## src/rtl/seq_sched_pkg.sv

```systemverilog
// rtl/seq_sched_pkg.sv - shared states, widths and helpers for the sequence-detect scheduler
package seq_sched_pkg;

  localparam int PAT_W = 3;

  typedef enum logic [2:0] {
    IDLE  = 3'd0,
    LOAD  = 3'd1,
    SHIFT = 3'd2,
    FLUSH = 3'd3,
    DONE  = 3'd4
  } state_t;

  // Round-robin between two requesters: on contention the one not served last wins.
  function automatic logic rr_pick(input logic [1:0] req, input logic last_id);
    if (req == 2'b11) return ~last_id;
    return req[1];
  endfunction

  function automatic logic [1:0] id_onehot(input logic id);
    return id ? 2'b10 : 2'b01;
  endfunction

endpackage

```

## src/rtl/pat3_detect.sv

```systemverilog
// rtl/pat3_detect.sv - programmable 3-bit overlapping Moore sequence detector
module pat3_detect
  import seq_sched_pkg::*;
(
  input  logic             clk,
  input  logic             rst,
  input  logic             clr,
  input  logic             x,
  input  logic [PAT_W-1:0] pat,
  output logic             z
);

  logic [PAT_W-1:0] hist;
  logic [1:0]       fill;

  always_ff @(posedge clk or negedge rst) begin
    if (!rst) begin
      hist <= '0;
      fill <= '0;
    end else if (clr) begin
      hist <= '0;
      fill <= '0;
    end else begin
      hist <= {hist[PAT_W-2:0], x};
      if (fill != 2'd3) fill <= fill + 2'd1;
    end
  end

  // Oldest bit sits in hist[2], matching pat[2] as the first pattern bit.
  assign z = (fill == 2'd3) && (hist == pat);

endmodule

```

## src/rtl/seq_detect_sched.sv

```systemverilog
// rtl/seq_detect_sched.sv - round-robin sharing of one pattern detector between two framed requesters
module seq_detect_sched
  import seq_sched_pkg::*;
#(
  parameter int WIDTH = 8,
  parameter int CNT_W = 4
) (
  input  logic             clk,
  input  logic             rst,
  input  logic [1:0]       req,
  input  logic [WIDTH-1:0] data0,
  input  logic [WIDTH-1:0] data1,
  input  logic [PAT_W-1:0] pat0,
  input  logic [PAT_W-1:0] pat1,
  output logic [1:0]       gnt,
  output logic             busy,
  output logic             done,
  output logic             done_id,
  output logic [CNT_W-1:0] match_cnt,
  output logic             z
);

  localparam int BC_W = (WIDTH > 2) ? $clog2(WIDTH) : 1;
  localparam logic [CNT_W-1:0] CNT_MAX = '1;

  state_t           state, state_nxt;
  logic [WIDTH-1:0] shreg;
  logic [PAT_W-1:0] patreg;
  logic [BC_W-1:0]  bitcnt;
  logic [CNT_W-1:0] cnt_q;
  logic             cur_id, last_id, done_id_q;
  logic             winner, det_clr, det_z, counting;

  assign winner = rr_pick(req, last_id);

  always_ff @(posedge clk or negedge rst) begin
    if (!rst) state <= IDLE;
    else      state <= state_nxt;
  end

  always_comb begin
    state_nxt = state;
    gnt       = 2'b00;
    busy      = 1'b1;
    done      = 1'b0;
    det_clr   = 1'b0;
    case (state)
      IDLE: begin
        busy = 1'b0;
        if (|req) state_nxt = LOAD;
      end
      LOAD: begin
        gnt       = id_onehot(cur_id);
        det_clr   = 1'b1;
        state_nxt = SHIFT;
      end
      SHIFT: begin
        if (bitcnt == '0) state_nxt = FLUSH;
      end
      FLUSH: state_nxt = DONE;
      DONE: begin
        done      = 1'b1;
        state_nxt = IDLE;
      end
      default: state_nxt = IDLE;
    endcase
  end

  // FLUSH is counted too: it carries the z produced by the final shifted bit.
  assign counting = (state == SHIFT) || (state == FLUSH);

  always_ff @(posedge clk or negedge rst) begin
    if (!rst) begin
      shreg     <= '0;
      patreg    <= '0;
      bitcnt    <= '0;
      cnt_q     <= '0;
      cur_id    <= 1'b0;
      last_id   <= 1'b1;
      done_id_q <= 1'b0;
    end else begin
      case (state)
        IDLE: begin
          if (|req) begin
            cur_id  <= winner;
            last_id <= winner;
            shreg   <= winner ? data1 : data0;
            patreg  <= winner ? pat1 : pat0;
          end
        end
        LOAD: begin
          cnt_q  <= '0;
          bitcnt <= BC_W'(WIDTH - 1);
        end
        SHIFT: begin
          shreg  <= {shreg[WIDTH-2:0], 1'b0};
          bitcnt <= bitcnt - BC_W'(1);
        end
        FLUSH: done_id_q <= cur_id;
        default: ;
      endcase
      if (counting && det_z && (cnt_q != CNT_MAX)) cnt_q <= cnt_q + CNT_W'(1);
    end
  end

  pat3_detect u_det (
    .clk (clk),
    .rst (rst),
    .clr (det_clr),
    .x   (shreg[WIDTH-1]),
    .pat (patreg),
    .z   (det_z)
  );

  assign match_cnt = cnt_q;
  assign done_id   = done_id_q;
  assign z         = det_z;

endmodule

```

## config.mk

```make
export PLATFORM = sky130hd
export DESIGN_NAME = seq_detect_sched
export DESIGN_NICKNAME = d
export VERILOG_FILES = /design/src/rtl/seq_sched_pkg.sv /design/src/rtl/pat3_detect.sv /design/src/rtl/seq_detect_sched.sv
export SDC_FILE = /design/constraint.sdc
export NUM_CORES = 1
export LEC_CHECK = 0
export ABC_AREA = 0
export ABC_CLOCK_PERIOD_IN_PS = 3800
export BUFFER_PORTS_ARGS = -buffer_cell sky130_fd_sc_hd__buf_4
export CORE_MARGIN = 4
export CORE_UTILIZATION = 25
export DETAILED_ROUTE_END_ITERATION = 8
export GPL_ROUTABILITY_DRIVEN = 0
export GPL_TIMING_DRIVEN = 0
export PLACE_DENSITY = 0.42
export SKIP_LAST_GASP = 1
export SYNTH_ARGS = -nofsm -noshare
export SYNTH_HDL_FRONTEND = slang
export SYNTH_SLANG_ARGS = --single-unit
```

## constraint.sdc

```tcl
create_clock -name clk -period 3.8 [get_ports clk]
set_input_delay 0.19 -clock clk [delete_from_list [all_inputs] [get_ports clk]]
set_output_delay 0.19 -clock clk [all_outputs]
set_load 0.1 [all_outputs]
```

==> results.json <==
{
  "outcome": "finished, final reports clean",
  "sequential_cell_area_sq_um": 727,
  "tritoncts": "yes",
  "seq_power_share_pct": 34.7,
  "timing_worst_slew_pin_value_ps": 682,
  "postSynth.topFlopCell": "dfrtp_1",
  "finalCritPeriodShare_pct": 53.8,
  "avgViaCountPerCell": 4.54,
  "n_antenna_cell": 0,
  "critical_path_arrival_ps": 1860,
  "power_frac_clock_pct": 18.2,
  "wl_microns": 3200,
  "total_power_w": 0.00156,
  "critical_path.reg2reg.startpoint": "state[1]",
  "hp-class": "input port to register",
  "grt_setup_unrepaired": "no",
  "cp_max_fo": 10,
  "worstRegToRegCells": 4,
  "timing.max_slew.rel_slack_pct": 54.3,
  "die_area_sq_mm": 0.00698,
  "area_occupied_by_multi_input_gates_sq_um": 659,
  "timing.critical_path.required_ps": 3610,
  "grt_resource_usage_total_pct": 10.1,
  "synth.avg_cell_area_sq_um": 11.2,
  "fmax_mhz": 489,
  "count_of_routing_violations_after_the_opening_detailed_route_iteration": 25,
  "synthesis.area_sq_mm": 0.00143,
  "grt_pass1_vias": 1194,
  "postRouteAntennaNets": 0,
  "io_pins": 36,
  "postSynthCellCount": 127,
  "syn_to_final_growth_pct": 32.5,
  "finalHoldWorstSlack_ps": 98.4,
  "period_minus_slack_ps": 2050,
  "cts_buffer_depth": 2,
  "total_power_density_per_cell_area_mw_per_mm2": 823,
  "min-delay-start": "req[0]",
  "layout-drive-gt1-share_pct": 34.5,
  "wl_per_cell_microns": 13.2,
  "grt_first_pass_wirelength_microns": 5680,
  "antenna_found_initial": 0,
  "later_pin_clock_latency_in_the_skew_report_ps": 280,
  "ys_ff_latch": 29,
  "setup_viol_count_final": 0,
  "cell_internal_pwr_w": 0.000877,
  "p_sw_w": 0.000679,
  "start_util_pct": 25.9,
  "synth_edf_count": 0,
  "cp-endpoint": "gnt[0]",
  "worst_path_class_setup": "register to output port",
  "reg2reg_slack_ps": 2140,
  "num_vias": 1103,
  "cts_inserted_buffers": 5,
  "power.combinational.fraction_pct": 47.1,
  "design_area_sq_mm": 0.00189,
  "finish.net_count": 200,
  "die_w_microns": 83.5,
  "deepest_level_of_the_cts_h_tree": 2,
  "worstReg2RegEnd": "cur_id",
  "async_flop_share_pct": 100,
  "share_of_the_yosys_chip_area_belonging_to_registers_pct": 51.0,
  "drt-pass1-iter-count": 4,
  "worst_hold_path.num_cells": 2,
  "synth.area.top_cells": "dfrtp_1 (49%), mux2i_1 (8.4%), a221o_1 (6.3%)",
  "fp-row-count": 27,
  "finalHoldViolCount": 0,
  "timing.critical_path.from_type": "register",
  "design.core.area_sq_mm": 0.00551,
  "irDropWorstVdd_mv": 0.545,
  "portBuffers": 35,
  "synth_cell_type_count": 37,
  "cts_setup_buffers": 0,
  "postSynthNetCount": 157,
  "worstSetupEndpointType": "output port",
  "synth_warnings": 0,
  "die_height_microns": 83.5,
  "worstSetupStartpoint": "state[1]",
  "layout.filler_cells": 562,
  "fin_skew_ps": 10.6,
  "remaining_drc_errors": 0,
  "drv.max_cap_violation_count": 0,
  "place_hpwl_microns": 2330,
  "p_sw_share_pct": 43.6,
  "grt_start_max_net_pins": 30,
  "aggregate_negative_setup_slack_ps": 0,
  "total_leakage_power_nw": 0.905,
  "yosysTopAreaCellShare_pct": 49.1,
  "placed_cell_area_sq_mm": 0.00178,
  "cts.sink_count": 29,
  "yosys.area.top_type": "dfrtp_1",
  "maxSlewViolCount": 0,
  "grt_overflow": 0,
  "cts.clk_slew.worst_paths_ps": 60,
  "cts.root.buffer_cell": "clkbuf_8"
}
-- layout make-up --
type,instances,area share [%]
tap,72,4.77
sequential,29,38.5
inverter,6,1.19
multi-input combinational,89,34.9
clock buffer,7,5.10
buffer,3,0.927
timing repair buffer,36,14.4
clock inverter,1,0.265
-- per-layer routing --
layer / global-route usage [%] / wire (microns)
met5: 0 / 0
met2: 15.8 / 1420
met1: 13.0 / 1520
met4: 3.95 / 55
met3: 3.16 / 202
-- kinds of logic after synthesis --
group                    share of synthesized area, %
AND/OR/NAND/NOR                                  16.5
XOR/XNOR                                         2.46
flip-flops                                       51.0
AO/OA/AOI/OAI                                    13.8
multiplexers                                     10.0
adder cells (fa/ha/maj)                          3.51
buffers and inverters                            2.81
-- cells in the mapped netlist, types with 2 or more instances --
library cell / count
o21ai_1: 5
nor3b_2: 2
inv_1: 5
nand2_1: 3
mux2i_1: 12
and2_1: 3
xnor2_1: 3
nor2_2: 2
dfrtp_1: 28
a21oi_1: 5
nand2b_1: 2
nand3_1: 2
a221o_1: 9
nor2b_1: 5
ha_1: 4
nor2_1: 15
buf_2: 2
-- critical path: stages, from the launching register on --
cell and delay [ps]:
dfrtp_1 450, nor3b_2 620, nor2b_1 210, buf_4 300
-- sequential cells by signal (all words and copies together), names as in the netlist --
name        count
bitcnt          3
cur_id          1
done_id         1
last_id         1
match_cnt       4
patreg          3
shreg           8
state           3
u_det.fill      2
u_det.hist      3
-- what timing repair did --
| action | CTS | global route |
|---|---|---|
| hold buffers | 1 | 0 |
| endpoints found under the hold margin | 28 | 0 |
| resized for setup | 0 | 0 |
-- worst min-delay path by stage --
stage	to	slack [ps]
final	last_id	100
after global routing	last_id	100
after CTS	last_id	90
after detailed placement	u_det.fill[1]	150
after global placement	u_det.fill[0]	150
after floorplan	bitcnt[0]	-110
-- per-stage QoR --
| step | setup WS [ps] | cells | utilization (%) |
|---|---|---|---|
| after floorplan | 937 | 127 | - |
| after global placement | 2030 | 234 | 32.3 |
| after detailed placement | 2000 | 234 | 32.3 |
| after CTS | 1700 | 243 | 34.3 |
| after global routing | 1580 | 243 | 34.3 |
| final | 1750 | 243 | 34.3 |
-- layout by cell type (no fill, tap or decap), types with 2 or more instances in the layout --
cell type,count
buf_4,36
and2_1,3
xnor2_1,3
nand3_1,2
buf_2,2
clkbuf_8,7
ha_1,4
nor2_2,2
nor2_1,15
nor3b_2,2
inv_1,5
mux2i_1,12
a221o_1,9
a21oi_1,5
nor2b_1,5
dfrtp_1,28
o21ai_1,5
nand2_1,3
nand2b_1,2
-- power by group through the flow --
stage	Combinational [W]	Clock [W]	Sequential, W
4_1_cts	0.000747	0.000294	0.000539
2_1_floorplan	0.000526	0	0.000582
5_1_grt	0.000814	0.000307	0.000555
6_report	0.000732	0.000283	0.000540
3_3_place_gp	0.000729	0	0.000544
3_5_place_dp	0.000744	0	0.000545
(Power assumes the default switching activity.)
